==> config.mk <==
export PLATFORM = sky130hd
export DESIGN_NAME = mm_mem_bridge_flat
export DESIGN_NICKNAME = d
export VERILOG_FILES = /design/src/rtl/mm_mem_bridge_pkg.sv /design/src/rtl/mm_mem_bridge_if.sv /design/src/rtl/mm_req_fifo.sv /design/src/rtl/mm_mem_bridge.sv /design/src/flat_wrapper.sv
export SDC_FILE = /design/constraint.sdc
export NUM_CORES = 1
export LEC_CHECK = 0
export BUFFER_PORTS_ARGS = -buffer_cell sky130_fd_sc_hd__buf_2
export CAP_MARGIN = 25
export CORE_MARGIN = 2
export CORE_UTILIZATION = 55
export CTS_BUF_LIST = sky130_fd_sc_hd__clkbuf_16
export CTS_CLUSTER_DIAMETER = 200
export DETAILED_ROUTE_END_ITERATION = 7
export HOLD_SLACK_MARGIN = 0.08
export PLACE_DENSITY = 0.77
export SYNTH_ARGS = -nofsm -noshare
export SYNTH_HDL_FRONTEND = slang
export SYNTH_SLANG_ARGS = --single-unit
==> constraint.sdc <==
create_clock -name clk -period 7.2 [get_ports clk]
set_input_delay 0.72 -clock clk [delete_from_list [all_inputs] [get_ports clk]]
set_output_delay 0.72 -clock clk [all_outputs]
set_load 0.01 [all_outputs]
==> src/rtl/mm_mem_bridge_pkg.sv <==
// Shared types and constants for the matrix-multiply memory bridge:
// FSM encoding, address window defaults, request entry layout.
package mm_mem_bridge_pkg;

    typedef enum logic [0:0] {
        ST_IDLE = 1'b0,
        ST_BUS  = 1'b1
    } state_e;

    localparam logic [31:0] BASE_DEF   = 32'h3800_0000;
    localparam logic [31:0] SPAN_DEF   = 32'h0000_0400;
    localparam logic [7:0]  TMO_DEF    = 8'd64;
    localparam logic [31:0] DEAD_BEEF  = 32'hDEAD_BEEF;
    localparam logic [3:0]  WB_SEL_ALL = 4'hF;

    // One FIFO entry: 1 + 32 + 32 = 65 bits.
    typedef struct packed {
        logic        wrt;
        logic [31:0] adr;
        logic [31:0] dat;
    } req_t;

    // Offset compare handles adr < base through unsigned wrap-around.
    function automatic logic addr_ok(input logic [31:0] adr,
                                     input logic [31:0] base,
                                     input logic [31:0] span);
        logic [31:0] off;
        off = adr - base;
        return (off < span) && (adr[1:0] == 2'b00);
    endfunction

endpackage

==> src/rtl/mm_mem_bridge_if.sv <==
// Engine request/response, completion flags and Wishbone bus of the bridge.
// master: the bridge itself; slave: the engine plus the memory it drives.
interface mm_mem_bridge_if;

    logic        req_val;
    logic [31:0] req_adr;
    logic [31:0] req_dat;
    logic        req_wrt;
    logic        req_rdy;
    logic        rsp_val;
    logic [31:0] rsp_dat;
    logic        fin_in;
    logic        done;
    logic        err;
    logic        wb_cyc;
    logic        wb_stb;
    logic        wb_we;
    logic [3:0]  wb_sel;
    logic [31:0] wb_adr;
    logic [31:0] wb_dat_w;
    logic [31:0] wb_dat_r;
    logic        wb_ack;

    modport master (
        input  req_val, req_adr, req_dat, req_wrt, fin_in, wb_dat_r, wb_ack,
        output req_rdy, rsp_val, rsp_dat, done, err,
               wb_cyc, wb_stb, wb_we, wb_sel, wb_adr, wb_dat_w
    );

    modport slave (
        output req_val, req_adr, req_dat, req_wrt, fin_in, wb_dat_r, wb_ack,
        input  req_rdy, rsp_val, rsp_dat, done, err,
               wb_cyc, wb_stb, wb_we, wb_sel, wb_adr, wb_dat_w
    );

endinterface

==> src/rtl/mm_req_fifo.sv <==
// In-order request FIFO, DEPTH x 65-bit entries; push ignored when full,
// pop ignored when empty.
module mm_req_fifo
    import mm_mem_bridge_pkg::*;
#(
    parameter int DEPTH = 4
) (
    input  logic                     clk,
    input  logic                     rst,
    input  logic                     push,
    input  req_t                     push_data,
    input  logic                     pop,
    output req_t                     head,
    output logic                     full,
    output logic                     empty,
    output logic [$clog2(DEPTH):0]   count
);

    localparam int AW = $clog2(DEPTH);
    localparam int CW = AW + 1;

    req_t          mem_q [DEPTH];
    logic [AW-1:0] wr_ptr_q, wr_ptr_d;
    logic [AW-1:0] rd_ptr_q, rd_ptr_d;
    logic [CW-1:0] count_q,  count_d;
    logic          do_push, do_pop;

    assign full    = (count_q == CW'(DEPTH));
    assign empty   = (count_q == '0);
    assign count   = count_q;
    assign head    = mem_q[rd_ptr_q];
    assign do_push = push && !full;
    assign do_pop  = pop && !empty;

    // NOTE: every output of a combinational block gets a default first so no path leaves it unassigned and infers a latch.
    always_comb begin
        wr_ptr_d = wr_ptr_q;
        rd_ptr_d = rd_ptr_q;
        count_d  = count_q;
        if (do_push) wr_ptr_d = wr_ptr_q + AW'(1);
        if (do_pop)  rd_ptr_d = rd_ptr_q + AW'(1);
        unique case ({do_push, do_pop})
            2'b10:   count_d = count_q + CW'(1);
            2'b01:   count_d = count_q - CW'(1);
            default: count_d = count_q;
        endcase
    end

    // NOTE: clocked state uses non-blocking assignments so every flop samples pre-edge values regardless of statement order.
    always_ff @(posedge clk or negedge rst) begin
        if (!rst) begin
            wr_ptr_q <= '0;
            rd_ptr_q <= '0;
            count_q  <= '0;
        end else begin
            wr_ptr_q <= wr_ptr_d;
            rd_ptr_q <= rd_ptr_d;
            count_q  <= count_d;
        end
    end

    // NOTE: the storage array is deliberately not reset; the pointers and count alone decide which entries are valid.
    always_ff @(posedge clk) begin
        if (do_push) mem_q[wr_ptr_q] <= push_data;
    end

endmodule

==> src/rtl/mm_mem_bridge.sv <==
// Memory-side stage below the matrix-multiply engine: queues word requests and
// runs them one at a time as Wishbone cycles, with timeout and fault flags.
module mm_mem_bridge
    import mm_mem_bridge_pkg::*;
#(
    parameter int          DEPTH = 4,
    parameter logic [31:0] BASE  = BASE_DEF,
    parameter logic [31:0] SPAN  = SPAN_DEF,
    parameter logic [7:0]  TMO   = TMO_DEF
) (
    input  logic            clk,
    input  logic            rst,
    mm_mem_bridge_if.master bus
);

    state_e      state_q,   state_d;
    req_t        cur_q,     cur_d;
    logic [7:0]  tmr_q,     tmr_d;
    logic        rsp_val_q, rsp_val_d;
    logic [31:0] rsp_dat_q, rsp_dat_d;
    logic        err_q,     err_d;
    logic        fin_q,     fin_d;
    logic        done_q,    done_d;

    req_t                   head;
    logic                   full;
    logic                   empty;
    logic                   pop;
    logic [$clog2(DEPTH):0] count;
    logic                   bus_act;

    req_t push_data;
    assign push_data = '{wrt: bus.req_wrt, adr: bus.req_adr, dat: bus.req_dat};

    mm_req_fifo #(.DEPTH(DEPTH)) u_fifo (
        .clk       (clk),
        .rst       (rst),
        .push      (bus.req_val),
        .push_data (push_data),
        .pop       (pop),
        .head      (head),
        .full      (full),
        .empty     (empty),
        .count     (count)
    );

    // Ready drops immediately while reset is held, not just after the next edge.
    assign bus.req_rdy = rst && !full;

    assign bus_act      = (state_q == ST_BUS);
    assign bus.wb_cyc   = bus_act;
    assign bus.wb_stb   = bus_act;
    assign bus.wb_we    = bus_act && cur_q.wrt;
    assign bus.wb_sel   = bus_act ? WB_SEL_ALL : 4'h0;
    assign bus.wb_adr   = bus_act ? cur_q.adr : 32'h0;
    assign bus.wb_dat_w = bus_act ? cur_q.dat : 32'h0;

    assign bus.rsp_val = rsp_val_q;
    assign bus.rsp_dat = rsp_dat_q;
    assign bus.err     = err_q;
    assign bus.done    = done_q;

    always_comb begin
        state_d   = state_q;
        cur_d     = cur_q;
        tmr_d     = tmr_q;
        rsp_val_d = 1'b0;
        rsp_dat_d = rsp_dat_q;
        err_d     = err_q;
        pop       = 1'b0;

        unique case (state_q)
            ST_IDLE: begin
                if (!empty) begin
                    pop = 1'b1;
                    if (addr_ok(head.adr, BASE, SPAN)) begin
                        cur_d   = head;
                        tmr_d   = 8'd0;
                        state_d = ST_BUS;
                    end else begin
                        // Faulted request is consumed without a bus cycle.
                        err_d = 1'b1;
                        if (!head.wrt) begin
                            rsp_val_d = 1'b1;
                            rsp_dat_d = DEAD_BEEF;
                        end
                    end
                end
            end
            ST_BUS: begin
                if (bus.wb_ack) begin
                    state_d = ST_IDLE;
                    if (!cur_q.wrt) begin
                        rsp_val_d = 1'b1;
                        rsp_dat_d = bus.wb_dat_r;
                    end
                end else if (tmr_q == TMO - 8'd1) begin
                    // TMO stb cycles without ack: abort so the engine never stalls.
                    state_d = ST_IDLE;
                    err_d   = 1'b1;
                    if (!cur_q.wrt) begin
                        rsp_val_d = 1'b1;
                        rsp_dat_d = DEAD_BEEF;
                    end
                end else begin
                    tmr_d = tmr_q + 8'd1;
                end
            end
            default: state_d = ST_IDLE;
        endcase

        fin_d  = fin_q || bus.fin_in;
        done_d = done_q || (fin_d && (count == '0) && (state_q == ST_IDLE));
    end

    always_ff @(posedge clk or negedge rst) begin
        if (!rst) begin
            state_q   <= ST_IDLE;
            cur_q     <= '0;
            tmr_q     <= 8'd0;
            rsp_val_q <= 1'b0;
            rsp_dat_q <= 32'h0;
            err_q     <= 1'b0;
            fin_q     <= 1'b0;
            done_q    <= 1'b0;
        end else begin
            state_q   <= state_d;
            cur_q     <= cur_d;
            tmr_q     <= tmr_d;
            rsp_val_q <= rsp_val_d;
            rsp_dat_q <= rsp_dat_d;
            err_q     <= err_d;
            fin_q     <= fin_d;
            done_q    <= done_d;
        end
    end

endmodule
==> src/flat_wrapper.sv <==
// flat-port wrapper written by rule: the top's interface ports become plain ports
module mm_mem_bridge_flat import mm_mem_bridge_pkg::*;
#(
    parameter int          DEPTH = 4,
    parameter logic [31:0] BASE  = BASE_DEF,
    parameter logic [31:0] SPAN  = SPAN_DEF,
    parameter logic [7:0]  TMO   = TMO_DEF
)
  (clk, rst, bus_req_val, bus_req_adr, bus_req_dat, bus_req_wrt, bus_fin_in, bus_wb_dat_r, bus_wb_ack, bus_req_rdy, bus_rsp_val, bus_rsp_dat, bus_done, bus_err, bus_wb_cyc, bus_wb_stb, bus_wb_we, bus_wb_sel, bus_wb_adr, bus_wb_dat_w);
  mm_mem_bridge_if bus_i ();
  input  logic clk;
  input  logic rst;
  input wire logic [$bits(bus_i.req_val)-1:0] bus_req_val;
  input wire logic [$bits(bus_i.req_adr)-1:0] bus_req_adr;
  input wire logic [$bits(bus_i.req_dat)-1:0] bus_req_dat;
  input wire logic [$bits(bus_i.req_wrt)-1:0] bus_req_wrt;
  input wire logic [$bits(bus_i.fin_in)-1:0] bus_fin_in;
  input wire logic [$bits(bus_i.wb_dat_r)-1:0] bus_wb_dat_r;
  input wire logic [$bits(bus_i.wb_ack)-1:0] bus_wb_ack;
  output wire logic [$bits(bus_i.req_rdy)-1:0] bus_req_rdy;
  output wire logic [$bits(bus_i.rsp_val)-1:0] bus_rsp_val;
  output wire logic [$bits(bus_i.rsp_dat)-1:0] bus_rsp_dat;
  output wire logic [$bits(bus_i.done)-1:0] bus_done;
  output wire logic [$bits(bus_i.err)-1:0] bus_err;
  output wire logic [$bits(bus_i.wb_cyc)-1:0] bus_wb_cyc;
  output wire logic [$bits(bus_i.wb_stb)-1:0] bus_wb_stb;
  output wire logic [$bits(bus_i.wb_we)-1:0] bus_wb_we;
  output wire logic [$bits(bus_i.wb_sel)-1:0] bus_wb_sel;
  output wire logic [$bits(bus_i.wb_adr)-1:0] bus_wb_adr;
  output wire logic [$bits(bus_i.wb_dat_w)-1:0] bus_wb_dat_w;
  assign bus_i.req_val = bus_req_val;
  assign bus_i.req_adr = bus_req_adr;
  assign bus_i.req_dat = bus_req_dat;
  assign bus_i.req_wrt = bus_req_wrt;
  assign bus_i.fin_in = bus_fin_in;
  assign bus_i.wb_dat_r = bus_wb_dat_r;
  assign bus_i.wb_ack = bus_wb_ack;
  assign bus_req_rdy = bus_i.req_rdy;
  assign bus_rsp_val = bus_i.rsp_val;
  assign bus_rsp_dat = bus_i.rsp_dat;
  assign bus_done = bus_i.done;
  assign bus_err = bus_i.err;
  assign bus_wb_cyc = bus_i.wb_cyc;
  assign bus_wb_stb = bus_i.wb_stb;
  assign bus_wb_we = bus_i.wb_we;
  assign bus_wb_sel = bus_i.wb_sel;
  assign bus_wb_adr = bus_i.wb_adr;
  assign bus_wb_dat_w = bus_i.wb_dat_w;
  mm_mem_bridge #(.DEPTH(DEPTH), .BASE(BASE), .SPAN(SPAN), .TMO(TMO)) u_core (.clk(clk), .rst(rst), .bus(bus_i));
endmodule
# --- Word-level counts from Yosys, hierarchy flattened ---
# Memory sizes are Yosys's and may differ from the RTL's.
# Index checks and enable logic that the tools add are counted.
totals:
  regBits: 117
  elab_cells: 92
  ramBits: 260
  in_bits: 102
  mem_count: 1
  out_inout_bits: 107
op_classes:
  add_sub_neg: 6
  magnitude_cmp: 1
  muxes: 38
  n_reduce_logical: 18
  eq_ne: 13
  bitwise: 2
mem_list:
  columns: ["memory", "depth", "word_bits", "read_ports", "rd_ports_with_merged_regs", "wr", "line", "text"]
  rows:
  - ["u_core.u_fifo.mem_q", 4, 65, 1, 0, 1, "mm_req_fifo.sv:22", "req_t mem_q [DEPTH];"]
op_table:
  columns: ["cell", "n"]
  rows:
  - ["32-bit two-way mux", 9]
  - ["32-bit case mux with 2 select lines", 1]
  - ["32-bit by 11-bit less-than comparator with 1-bit output (second input constant)", 1]
  - ["8-bit two-way mux", 4]
  - ["32-bit by 30-bit subtractor with 32-bit output (second input constant)", 1]
  - ["1-bit two-way mux", 18]
  - ["8-bit case mux with 2 select lines", 1]
  - ["2-bit inequality test (second input constant)", 7]
  - ["8-bit by 1-bit adder with 8-bit output (second input constant)", 1]
  - ["8-bit by 6-bit == test with 1-bit output (second input constant)", 1]
  - ["4-bit AND reduction", 2]
  - ["1-bit logical AND", 7]
  - ["1-bit case mux with 2 select lines", 3]
  - ["3-bit case mux with 2 select lines", 1]
  - ["5-bit AND reduction", 1]
  - ["2-bit by 1-bit adder with 2-bit output (second input constant)", 2]
  - ["4-bit two-way mux", 1]
  - ["3-bit by 1-bit adder with 3-bit output (second input constant)", 1]
  - ["3-bit == test (second input constant)", 1]
  - ["3-bit logical NOT", 1]
  - ["3-bit inequality test (second input constant)", 1]
  - ["3-bit AND reduction", 1]
  - ["3-bit by 1-bit subtractor with 3-bit output (second input constant)", 1]
  - ["2-bit by 1-bit == test with 1-bit output (second input constant)", 1]
  - ["other kinds (7)", 10]

# --- Logic depth before layout (Yosys ltp) ---
# Gate-level depths: netlist of the first run.
# An unclocked memory read counts as a cell.
logic_depth:
  depth_word: 7
  ltp_mapped: 10
  depth_no_buf: 9

# --- Cells and area by module ---
# Synthesis of the first run repeated with hierarchy kept, for this count alone.
unflattened:
  hier_cells: 768
  area_unflattened_um2: 14549.0
by_module_without_submodules:
  columns: ["module", "area_per_inst_um2", "instances", "cells_each"]
  rows:
  - ["mm_req_fifo", 9831.9, 1, 377]
  - ["mm_mem_bridge", 4717.0, 1, 391]

# --- Worst setup path after synthesis of the first run ---
# No wires, ideal clock.
synth_path:
  path_kind: "input-to-reg"
  from: "input bus_req_val"
  to: "memory u_core.u_fifo.mem_q[0][0] in the netlist's numbering, enable pin"
  cell_stages: 2
  path_slack_ns: 4.097
  required_ns: 6.770
  arrival_time_ns: 2.673
  setup_time_ns: 0.430
  n_path_buf: 0
  path_cell_list: "a21boi_1 and2_1"
synth_between:
  elab_chain_cells: 3
synth_lines:
  columns: ["element", "line", "text"]
  rows:
  - ["start, declared", "flat_wrapper.sv:13", "input wire logic [$bits(bus_i.req_val)-1:0] bus_req_val;"]
  - ["1-bit logical AND", "mm_req_fifo.sv:32", "assign do_push = push && !full;"]
  - ["1-bit two-way mux", "mm_req_fifo.sv:64", "if (do_push) mem_q[wr_ptr_q] <= push_data;"]
  - ["1-bit two-way mux (implied by the code)", "mm_req_fifo.sv:64", null]
  - ["end, declared", "mm_req_fifo.sv:22", null]
# Every way passes these cells.

# --- Final worst setup path of the first run ---
layout_path:
  from: "register u_core.u_fifo.rd_ptr_q[0]"
  to: "register u_core.cur_q[0] in the netlist's numbering"
layout_between:
  elab_chain_cells: 5
  elab_cells_between_ends: 6
layout_lines:
  columns: ["element", "line", "text"]
  rows:
  - ["start, declared", "mm_req_fifo.sv:24", "logic [AW-1:0] rd_ptr_q, rd_ptr_d;"]
  - ["start signal, assigned", "mm_req_fifo.sv:57", "rd_ptr_q <= rd_ptr_d;"]
  - ["memory 4 x 65 bit (*)", null, null]
  - ["32-bit by 30-bit subtractor with 32-bit output", "mm_mem_bridge_pkg.sv:28", "off = adr - base;"]
  - ["32-bit by 11-bit less-than comparator with 1-bit output", "mm_mem_bridge_pkg.sv:29", "return (off < span) && (adr[1:0] == 2'b00);"]
  - ["1-bit logical AND", "mm_mem_bridge_pkg.sv:29", null]
  - ["3-bit AND reduction (no line)", null, null]
  - ["end signal, assigned", "mm_mem_bridge.sv:128", "cur_q <= cur_d;"]
  - ["end, declared", "mm_mem_bridge.sv:17", "req_t cur_q, cur_d;"]
# Every way passes the cells marked *; elsewhere a longest branch is shown, timed or not.
# A chain may end at the register's enable or synchronous reset.

==> results.md, run 1 <==
* Outcome: complete, no violations
* Synthesis-to-finish area growth at 17.91%
* WP data required at 7590 ps
* Most common cell in the netlist: edfxtp_1
* Core area at 25250 µm²
* Worst hold path class: in2async
* CTS H-tree depth at 2
* Clk sinks at 377
* RSZ-0062 raised after global routing: no
* Ys async rst share at 0.3103
* Initial antenna violation count at 10
* Routed Antenna Nets at 0
* Fin nets at roughly 1100
* Syn Nets at between 900 and 1000
* CP arrival at 4100 ps
* Number of synthesized register bits at 377
* Setup crit start kind: flip-flop
* Via count at 7494
* HPWL Detailed at 16640 µm
* Main flop type after synthesis: edfxtp_1
* F_max at 270.2 MHz
* Crit share post-route at 0.5141
* Switching pwr at 1.422 mW
* Combinational Power Share at 0.157
* Post-CTS Setup Inserts at 0
* Gr usage total at 0.2055
* Vias in the first global route at ~7600
* Area contributors post-synth: edfxtp_1 (55%), dfrtp_1 (21%), mux4_2 (7.1%), and2_1 (3.1%), mux2_1 (2.3%)
* # setup viols final at 0
* Layout cell share with drive strength beyond 1 at 0.3241
* CP max-delay cell: dfrtp_4
* Gr ovfl total at 0
* Syn avg cell area at 17.76 µm²
* Most frequent cells after synthesis: edfxtp_1 (260), dfrtp_1 (117), and2_1 (71)
* Seq pwr share at 0.506
* Hold Violations, Final at 0
* Post-DR wirelength/cell at 19.77 µm
* Top fanout value on the critical path at 52
* Worst-Margin Slew at 1017 ps
* Sw Ratio at 0.2542
* Static Leak at 6.737 nW
* Max clock buf depth at 3
* Pins over their slew limit at 0
* Worst path most repeated cell: buf_4
* Worst-Skew Late Latency at 530 ps
* IO Count at 209
* Chip height at 164.8 µm
* Input/output buffers at approximately 210
* Top cell type's share of synthesized area at 0.5489
* Synth warn at 0
* Max_slew headroom at 0.3218
* Pin count of the biggest net entering global routing at 75
* Clock skew at 20.20 ps
* Clock Root Buffer: clkbuf_16
* CTS buffer count at 38
* Starting density of the core at 0.5633
* WL final at 27320 µm
* Die width at 164.8 µm
* Worst Setup End Kind: flip-flop
* Iter 0 DRT Violations at a little under 600
* Pre-antenna DRT Iters at 7
* Hold_buf cts at 0
* Sequential area share after synthesis at 0.7547
* Period minus WS final at about 3700 ps
* Post-CTS sizing at 0
* MaxCap Viol Count at 0
* Power Internal at 4.173 mW
* Gpl congestion at about 0.75
* Via-to-Cell Ratio at 5.423
* Cells after Synth at between 800 and 900
* Crit-path cells: buf_4, mux4_2, xor2_1, a31oi_2, nor4_4, buf_4, mux2_2
* Reg clk slew, reported paths at approximately 60 ps
* Critical path type: reg2reg
* DRC at 0
* Die ar. at 27170 µm²
* Cell taking the most area after synthesis: edfxtp_1
* Register area at 10740 µm²
* FP Rows at between 50 and 60
* Post-synth EDFFs at 260
* Setup_tns at 0 ps
* Fillcell total at 1704
* Footprint of the multi-input gates at between 3000 and 4000 µm²
* CP max stage delay at 770 ps
* CTS tree: done
* Hold_ws at 243.7 ps
* Peak supply drop at approximately 0.30 mV
* Post-Syn Area at 14220 µm²
* PD cells at 333.6 nW/µm²
* Clk network pwr share at 0.337
* First-pass GRT wire length at 42120 µm
* Synth cell types at 45
==> layer usage <==
| layer | part of all wire | vias up | global-route usage | wire length [µm] |
|---|---|---|---|---|
| met2 | 0.49 | 264 | 0.3387 | 13420 |
| met4 | 0.015 | 8 | 0.05573 | 402 |
| met3 | 0.081 | 42 | 0.05575 | 2218 |
| met1 | 0.41 | 3740 | 0.2740 | 11220 |
| met5 | 0.0021 | - | 0 | 57 |
| li1 | - | 3440 | - | - |
==> registers in the layout (all words and copies together), names as in the netlist <==
signal	cells
u_core.fin_q	1
u_core.tmr_q	8
u_core.bus.rsp_dat	32
u_core.bus.done	1
u_core.bus.err	1
u_core.u_fifo.mem_q	260
u_core.u_fifo.rd_ptr_q	2
u_core.u_fifo.count	3
u_core.u_fifo.wr_ptr_q	2
u_core.bus.rsp_val	1
u_core.cur_q	65
u_core.bus.wb_cyc	1
==> critical path: cells and delay by family (launching register included) <==
kind / cells / cell delay, ps
AOI/OAI and AO/OA: 1 / 190
xor gates and xnor gates: 1 / 200
muxes: 2 / 1020
DFF: 1 / 770
and+or+nand+nor: 1 / 200
buffers and inverters: 2 / 1120
==> cells in the final DEF, fill, tap and decap left out, types with 5 or more instances in the layout <==
| cell | count |
|---|---|
| nor2_1 | 63 |
| clkbuf_16 | 38 |
| nor2b_1 | 20 |
| mux2_2 | 14 |
| a21oi_1 | 28 |
| mux2_1 | 29 |
| dfrtp_1 | 114 |
| a32o_1 | 8 |
| clkinv_1 | 8 |
| ha_1 | 7 |
| buf_4 | 7 |
| xor2_1 | 8 |
| edfxtp_1 | 260 |
| inv_1 | 22 |
| nand2_1 | 10 |
| diode_2 | 6 |
| nand3_1 | 8 |
| nor3_1 | 7 |
| nor4_1 | 16 |
| xnor2_1 | 5 |
| and2_1 | 67 |
| mux4_2 | 45 |
| buf_2 | 207 |
==> cells by family (layout without fill, tap and decap cells) <==
kind of cell | after synthesis | in the layout | share of synthesized area
flip-flops | 377 | 377 | 0.7547
adder cells (fa/ha/maj) | 8 | 8 | 0.007564
other | 0 | 6 | 0
AND/OR/NAND/NOR | 212 | 212 | 0.08092
AO/OA/AOI/OAI | 52 | 52 | 0.02472
multiplexers | 89 | 89 | 0.1060
XOR/XNOR | 13 | 13 | 0.008004
buffers and inverters | 50 | 295 | 0.01812
==> power groups by stage <==
stage / combinational (mW) / clock, mW / sequential (mW)
finish: 0.881 / 1.88 / 2.83
global route: 0.958 / 2.01 / 2.86
CTS: 0.901 / 1.92 / 2.84
detailed placement: 0.895 / 0 / 2.88
global placement: 0.863 / 0 / 2.86
floorplan: 0.712 / 0 / 2.79
==> layout make-up <==
type                            instances  share of cell area
Sequential cell                       377              0.6404
Multi-Input combinational cell        374              0.1933
Timing Repair Buffer                  216             0.06699
Clock buffer                           38             0.05670
Tap cell                              330             0.02462
Clock inverter                         32             0.01507
Inverter                                9            0.002014
Antenna cell                            6           0.0008952
==> worst paths after layout <==
check / from / end / slack (ps) / cells past startpoint
worst max-delay path: u_core.u_fifo.rd_ptr_q[0] / u_core.cur_q[0] / 3500 / 7
worst min-delay path: rst / u_core.cur_q[47] / 240 / 1
worst max register to register: u_core.u_fifo.rd_ptr_q[0] / u_core.cur_q[0] / 3500 / 7
worst min register to register: u_core.fin_q / u_core.fin_q / 450 / 1
max in group asynchronous: rst / u_core.u_fifo.rd_ptr_q[0] / 5500 / 2
min in group clk: bus_req_dat[13] / u_core.u_fifo.mem_q[0][13] / 410 / 1
==> through the flow <==
stage	setup WS [ps]	cells	utilization	power, mW	area [µm²]
floorplan	4097	801	-	3.497	14220
global placement	3555	1304	0.6145	3.719	15520
detailed placement	3430	1304	0.6145	3.771	15520
CTS	3402	1374	0.6622	5.656	16720
global route	3227	1378	0.6637	5.827	16760
finish	3499	1382	0.6641	5.595	16770
Power figures use the tool's default switching activity.
==> inputs of run 2 (changes only) <==
ABC_AREA = 1   (was not set)
CORE_UTILIZATION = 52   (was 55)
PLACE_DENSITY = 0.76   (was 0.77)
clock period = 3.3 ns   (was 7.2 ns; I/O delays follow)
==> run 2 against run 1 <==
Fmax increased by 29%. Highest routed layer unchanged. Die area increased by 19%. Critical path depth increased by 7. Synthesized cell count increased by 95%. Largest power group unchanged. Non-clock buffer count increased by 98.
==> results.md, run 2 <==
* Final Util at 0.6418 (was 0.6641)
* CTS H-tree depth at 2 (unchanged)
* Switching pwr at 5.208 mW (was 1.422 mW)
* Seq pwr share at 0.416 (was 0.506)
* Crit-path cells: inv_4, buf_12, nand2_1, nand2_1, nand2_1, nand2_1, nand2_1, nor2_1, nand3_1, nor2_4, buf_4, nand4_1, nand2_1, inv_1 (was buf_4, mux4_2, xor2_1, a31oi_2, nor4_4, buf_4, mux2_2)
* Peak supply drop at 0.4683 mV (was 0.3015 mV)
* Footprint of the multi-input gates at 3970 µm² (was 3242 µm²)
* Crit path max-delay family: simple AND/OR/NAND/NOR gates (was buffers and inverters)
* Critical path startpoint: u_core.u_fifo.rd_ptr_q[0] (unchanged)
* Post-DR wirelength/cell at 16.78 µm (was 19.77 µm)
* Sw Ratio at 0.3445 (was 0.2542)
* Setup_tns at 0 ps (unchanged)
* Pre-antenna DRT Iters at 5 (was 7)
* Max_slew headroom at 0.4294 (was 0.3218)
* Commonest non-fill, non-tap cell in the layout: nand2_1 (was edfxtp_1)
* Max clock buf depth at 3 (unchanged)
* Hold_ws at 94.33 ps (was 243.7 ps)
* Register area at 10740 µm² (unchanged)
* WL final at 38000 µm (was 27320 µm)
* CP max-delay cell: dfrtp_4 (unchanged)
* Post-CTS Setup Inserts at 0 (unchanged)
* Routed Antenna Nets at 0 (unchanged)
* Period minus WS final at 2866 ps (was 3701 ps)
* Most frequent cells in the layout: nand2_1 (381), edfxtp_1 (260), inv_1 (246), buf_2 (207), nor2_1 (134) (was edfxtp_1 (260), buf_2 (207), dfrtp_1 (114), and2_1 (67), nor2_1 (63))
* Vias in the first global route at 11860 (was 7641)
* Post-synth EDFFs at 260 (unchanged)
* Static Leak at 9.294 nW (was 6.737 nW)
* Worst hold path class: in2reg (was in2async)
* Combinational Power Share at 0.293 (was 0.157)
* Main flop type after synthesis: edfxtp_1 (unchanged)
* IO Count at 209 (unchanged)
* Most frequent cells after synthesis: nand2_1 (382), edfxtp_1 (260), inv_1 (239) (was edfxtp_1 (260), dfrtp_1 (117), and2_1 (71))
* MaxCap Viol Count at 0 (unchanged)
* Crit share post-route at 0.8684 (was 0.5141)
* Clk network pwr share at 0.291 (was 0.337)
* DRC at 0 (unchanged)
* Cell taking the most area after synthesis: edfxtp_1 (unchanged)
* Core area at 30430 µm² (was 25250 µm²)
* Pins over their slew limit at 0 (unchanged)
* F_max at 349.0 MHz (was 270.2 MHz)
* Synth cell types at 33 (was 45)
* CP arrival at 3280 ps (was 4100 ps)
* Pin count of the biggest net entering global routing at 88 (was 75)
* Worst Min Path Start: bus_wb_dat_r[7]
* Synthesis-to-finish area growth at 21.98% (was 17.91%)
* Via-to-Cell Ratio at 5.215 (was 5.423)
* HPWL Detailed at 23230 µm (was 16640 µm)
* Initial antenna violation count at 3 (was 10)
* Worst-Skew Late Latency at 530 ps (about the same)
* Clk sinks at 377 (unchanged)
* First-pass GRT wire length at 61600 µm (was 42120 µm)
* Critical path type: reg2reg (unchanged)
* Post-Syn Area at 16010 µm² (was 14220 µm²)
* Top fanout value on the critical path at 87 (was 52)
* Fillcell total at 2342 (was 1704)
* Hold Violations, Final at 0 (unchanged)
* Gr ovfl total at 0 (unchanged)
* Ys async rst share at 0.3103 (unchanged)
* Gpl congestion at 0.8672 (was 0.7456)
* Top reg by flops: u_core.u_fifo.mem_q (unchanged)
* Setup crit start kind: flip-flop (unchanged)
* Input/output buffers at 208 (unchanged)
* Clock skew at 21.85 ps (was 20.20 ps)
* Fin nets at 1946 (was 1126)
* Global-route track usage on met2 at 0.4048 (was 0.3387)
* Number of synthesized register bits at 377 (unchanged)
* Most common cell in the netlist: nand2_1 (was edfxtp_1)
* R2R setup slack at 430 ps (was 3500 ps)
* FP Rows at 64 (was 58)
* Power Internal at 9.910 mW (was 4.173 mW)
* Area contributors post-synth: edfxtp_1 (49%), dfrtp_1 (18%), nand2_1 (9.0%), inv_1 (5.6%), nand3_1 (3.3%) (was edfxtp_1 (55%), dfrtp_1 (21%), mux4_2 (7.1%), and2_1 (3.1%), mux2_1 (2.3%))
* Worst path most repeated cell: nand2_1 (was buf_4)
* Met3 usage at 0.04477 (was 0.05575)
* Cells after Synth at 1565 (was 801)
* Iter 0 DRT Violations at 820 (was 579)
* Starting density of the core at 0.5262 (was 0.5633)
* Gr usage total at 0.2363 (was 0.2055)
* Die width at 179.5 µm (was 164.8 µm)
* Hold_buf cts at 77 (was 0)
* Die ar. at 32210 µm² (was 27170 µm²)
* Sequential area share after synthesis at 0.6705 (was 0.7547)
* RSZ-0062 raised after global routing: no (unchanged)
* Via count at 11810 (was 7494)
* Post-CTS sizing at 0 (unchanged)
* WP data required at 3720 ps (was 7590 ps)
* GR peak layer: met2 (unchanged)
* PD cells at 774.1 nW/µm² (was 333.6 nW/µm²)
* # setup viols final at 0 (unchanged)
* Placed cells at 2112 (was 1304)
* Chip height at 179.5 µm (was 164.8 µm)
* Top cell type's share of synthesized area at 0.4877 (was 0.5489)
* Cell Count, Final, Fillers Out at 2265 (was 1382)
* GR Layer Usage met1 at 0.3029 (was 0.2740)
* Synth warn at 0 (unchanged)
* Worst Slack Setup Final at 434.3 ps (was 3499 ps)
* Worst-Margin Slew at 855.9 ps (was 1017 ps)
* Layout cell share with drive strength beyond 1 at 0.1804 (was 0.3241)
* Syn avg cell area at 10.23 µm² (was 17.76 µm²)
* Outcome: complete, no violations (unchanged)
* FF-to-FF Start: u_core.u_fifo.rd_ptr_q[0] (unchanged)
* DP Worst Slack at 468.7 ps (was 3430 ps)
* CTS tree: done (unchanged)
* Syn Nets at 1675 (was 911)
* Worst Setup End Kind: flip-flop (unchanged)
* Max FFs per register at 260 (unchanged)
* CTS buffer count at 41 (was 38)
* CP max stage delay at 600 ps (was 770 ps)
* Clock Root Buffer: clkbuf_16 (unchanged)
* Reg clk slew, reported paths at 60 ps (about the same)
* Worst Path Buf+Inv at 4 (was 2)
==> run 2: changes by cell type after synthesis, sizes merged, moves of 24 or more <==
| cell | change |
|---|---|
| a21oi | -24 |
| and2 | -71 |
| clkbuf | +25 |
| inv | +233 |
| mux2 | -43 |
| mux4 | -45 |
| nand2 | +373 |
| nand3 | +99 |
| nand4 | +43 |
| nor2 | +76 |
| o21ai | +84 |
| o22ai | +41 |
==> run 2: layout make-up <==
type,count,area share
well taps,396,0.02537
repair buffers,314,0.1072
clock buffers,44,0.05638
flip-flops and latches,377,0.5500
diodes,1,0.0001281
inverters,244,0.04702
multi-input cells,858,0.2033
clock inverters,31,0.01057
==> run 2: worst reg2reg max path, cell delays in order, from the launching register on <==
cell and delay, ps:
dfrtp_4 600, inv_4 130, buf_12 320, nand2_1 120, nand2_1 80, nand2_1 40, nand2_1 130, nand2_1 80
nor2_1 110, nand3_1 190, nor2_4 150, buf_4 430, nand4_1 210, nand2_1 110, inv_1 40
==> run 2: worst paths after layout <==
kind / to / depth (start not counted)
max in group asynchronous: u_core.u_fifo.rd_ptr_q[0] / 3
setup reg to reg: u_core.cur_q[24] / 14
min in group asynchronous: u_core.bus.done / 3
hold / removal: u_core.bus.rsp_dat[7] / 4
setup / recovery: u_core.cur_q[24] / 14
hold reg to reg: u_core.cur_q[59] / 2
==> run 2: per-stage QoR <==
stage	area [µm²]	power, mW
after floorplan	16010	9.370
final	19530	15.12
after global routing	19530	16.00
after global placement	17450	10.56
after detailed placement	17450	10.70
after CTS	19530	15.15
==> run 2: cells by family after synthesis <==
| group | after synthesis | synth area share |
|---|---|---|
| xor+xnor | 9 | 0.004924 |
| buf+inv | 330 | 0.08354 |
| flops | 377 | 0.6705 |
| fa+ha+maj | 8 | 0.006721 |
| simple gates | 702 | 0.1861 |
| compound gates | 139 | 0.04822 |
==> run 2: routing by layer <==
metal	vias up	part of all wire
met4	4	0.028
met3	98	0.071
met1	5617	0.41
li1	5621	-
met5	-	0.00053
met2	473	0.49
==> run 2: power groups by stage <==
stage	Combinational [mW]	Sequential [mW]	Clock, mW
2_1_floorplan	2.97	6.40	0
3_3_place_gp	4.20	6.35	0
3_5_place_dp	4.32	6.38	0
4_1_cts	4.42	6.29	4.45
5_1_grt	4.98	6.37	4.66
6_report	4.43	6.29	4.39
==> inputs of run 3 (changes only) <==
PLACE_DENSITY = 0.84   (was 0.76)
==> run 3 against run 2 <==
Die area unchanged. Clock power decreased by 5%. First-iteration DRC count increased by 58%. Highest routed layer is now met4. Critical path type unchanged. Hold slack got worse by 1.9 ps. Fmax decreased by 7.7%.
==> results.md, run 3 (synthesis gave the netlist of run 2 again) <==
* Max clock buf depth at 3 (unchanged)
* Overall Power at 15.12 mW (about the same)
* CP max-delay cell: dfrtp_4 (unchanged)
* PD cells at 777.0 nW/µm² (was 774.1 nW/µm²)
* Worst-Margin Slew at 872.3 ps (was 855.9 ps)
* Initial antenna violation count at 7 (was 3)
* Post-DR wirelength/cell at 17.83 µm (was 16.78 µm)
* Pins over their slew limit at 0 (unchanged)
* DRC at 0 (unchanged)
* Gpl congestion at 0.9535 (was 0.8672)
* Chip height at 179.5 µm (unchanged)
* Worst hold path depth at 4 (unchanged)
* Core area at 30430 µm² (unchanged)
* HPWL Detailed at 23210 µm (was 23230 µm)
* Critical path startpoint: u_core.u_fifo.rd_ptr_q[0] (unchanged)
* Gr ovfl total at 0 (unchanged)
* Worst-Skew Late Latency at 540 ps (was 530 ps)
* Via count at 12320 (was 11810)
* Hold EP: u_core.bus.rsp_dat[21] (was u_core.bus.rsp_dat[7])
* Hold Violations, Final at 0 (unchanged)
* FF-to-FF Start: u_core.u_fifo.rd_ptr_q[0] (unchanged)
* CP max stage delay at 590 ps (was 600 ps)
* Die ar. at 32210 µm² (unchanged)
* Crit-path cells: inv_4, nand2_1, nand2_1, nand2_1, nand2_1, ha_1, nor2_1, nand2_1, nor2_1, nand3_1, nor2_4, buf_4, nand4_1, nand2_1, inv_1 (was inv_4, buf_12, nand2_1, nand2_1, nand2_1, nand2_1, nand2_1, nor2_1, nand3_1, nor2_4, buf_4, nand4_1, nand2_1, inv_1)
* Clock Root Buffer: clkbuf_16 (unchanged)
* # setup viols final at 0 (unchanged)
* Reg clk slew, reported paths at 60 ps (about the same)
* Clock skew at 22.53 ps (was 21.85 ps)
* Via-to-Cell Ratio at 5.450 (was 5.215)
* Pin count of the biggest net entering global routing at 118 (was 88)
* Setup crit start kind: flip-flop (unchanged)
* WP data required at 3710 ps (was 3720 ps)
* Input/output buffers at 208 (unchanged)
* Top reg by flops: u_core.u_fifo.mem_q (unchanged)
* Placed cells at 2107 (was 2112)
* Commonest non-fill, non-tap cell in the layout: nand2_1 (unchanged)
* Setup_tns at 0 ps (unchanged)
* Worst Reg2Reg Path Length in Cells at 15 (was 14)
* RSZ-0062 raised after global routing: no (unchanged)
* Layout cell share with drive strength beyond 1 at 0.1772 (was 0.1804)
* WL final at 40290 µm (was 38000 µm)
* MaxCap Viol Count at 0 (unchanged)
* FP Rows at 64 (unchanged)
* CTS buffer count at 39 (was 41)
* Final Util at 0.6396 (was 0.6418)
* Peak supply drop at 0.4600 mV (was 0.4683 mV)
* R2R setup slack at 190 ps (was 430 ps)
* First-pass GRT wire length at 64290 µm (was 61600 µm)
* CTS tree: done (unchanged)
* Top fanout value on the critical path at 21 (was 87)
* Worst path most repeated cell: nand2_1 (unchanged)
* Worst hold path class: in2reg (unchanged)
* Starting density of the core at 0.5262 (unchanged)
* Footprint of the multi-input gates at 3986 µm² (was 3970 µm²)
* Worst Min Path Start: bus_wb_dat_r[21] (was bus_wb_dat_r[7])
* Fillcell total at 2229 (was 2342)
* IO Count at 209 (unchanged)
* Max FFs per register at 260 (unchanged)
* Worst Setup End Kind: flip-flop (unchanged)
* Clk sinks at 377 (unchanged)
* Max_slew headroom at 0.4185 (was 0.4294)
* Register area at 10740 µm² (unchanged)
* CTS H-tree depth at 2 (unchanged)
* Gr usage total at 0.2464 (was 0.2363)
* Fin nets at 1939 (was 1946)
* Crit share post-route at 0.9412 (was 0.8684)
* Period minus WS final at 3106 ps (was 2866 ps)
* Iter 0 DRT Violations at 1294 (was 820)
* Pre-antenna DRT Iters at 6 (was 5)
* Synthesis-to-finish area growth at 21.57% (was 21.98%)
* Routed Antenna Nets at 0 (unchanged)
* Hold_ws at 92.41 ps (was 94.33 ps)
* Vias in the first global route at 12210 (was 11860)
* Critical path type: reg2reg (unchanged)
* Cell Count, Final, Fillers Out at 2260 (was 2265)
* Reg-to-reg critical path endpoint: u_core.cur_q[36] (was u_core.cur_q[24])
* F_max at 322.0 MHz (was 349.0 MHz)
* Die width at 179.5 µm (unchanged)
* CP arrival at 3520 ps (was 3280 ps)
* Most frequent cells in the layout: nand2_1 (381), edfxtp_1 (260), inv_1 (248), buf_2 (207), nor2_1 (134) (was nand2_1 (381), edfxtp_1 (260), inv_1 (246), buf_2 (207), nor2_1 (134))
* Outcome: complete, no violations (unchanged)
* Static Leak at 9.249 nW (was 9.294 nW)
## run 3: cell types whose count changed in the layout (fill, tap and decap cells not counted), moves of 3 or more
cell        delta
buf_12         +3
buf_4          -7
clkbuf_16      -3
clkinv_1       -3
clkinvlp_4     -3
diode_2        +6
## run 3: cell type report
class | count | share of cell area
Antenna cell | 7 | 0.0009000
Clock buffer | 41 | 0.05271
Clock inverter | 28 | 0.01009
Inverter | 244 | 0.04718
Multi-Input combinational cell | 859 | 0.2048
Sequential cell | 377 | 0.5519
Tap cell | 396 | 0.02546
Timing Repair Buffer | 308 | 0.1070
## run 3: what timing repair did
| item | 4_1_cts | 5_1_grt |
|---|---|---|
| setup endpoints to repair | 1 | 2 |
| cloned | 1 | 0 |
| hold buffers | 75 | 0 |
| hold endpoints to repair | 386 | 0 |
| pin swaps | 1 | 0 |
| gates resized for setup | 0 | 1 |
| setup buffers | 1 | 0 |
## run 3: metal layers
| layer | GRT usage | share of wire |
|---|---|---|
| met5 | 0 | 0 |
| met4 | 0.1050 | 0.030 |
| met2 | 0.4139 | 0.49 |
| met1 | 0.3178 | 0.38 |
| met3 | 0.04275 | 0.091 |
## run 3: worst max-delay path: cells and delay by family (launching register included)
kind                     cells  cell delay [ps]
flip-flops                   1              590
adder cells (fa/ha/maj)      1              250
buffers and inverters        3              570
AND/OR/NAND/NOR             11             1580
## run 3: worst max path at each step
stage,endpoint,slack (ps)
floorplan,u_core.u_fifo.mem_q[0][0],-560
global placement,u_core.bus.rsp_dat[2],170
detailed placement,u_core.bus.rsp_dat[12],50
CTS,u_core.bus.rsp_dat[31],260
global route,u_core.cur_q[46],3
finish,u_core.cur_q[36],190
## run 3: report_power, final
group          leakage [nW]  total [mW]  switching, mW  internal (mW)
Clock                 0.639        4.19           1.78           2.41
Sequential             3.90        6.32          0.326           5.99
Combinational          4.71        4.62           3.26           1.36
Total                  9.25        15.1           5.37           9.76
## run 3: stage by stage
| step | setup WS (ps) | area, µm² |
|---|---|---|
| after floorplan | -563.5 | 16010 |
| after global placement | 168.6 | 17450 |
| after detailed placement | 52.66 | 17450 |
| after CTS | 262.3 | 19440 |
| after global routing | 2.937 | 19460 |
| final | 194.0 | 19460 |
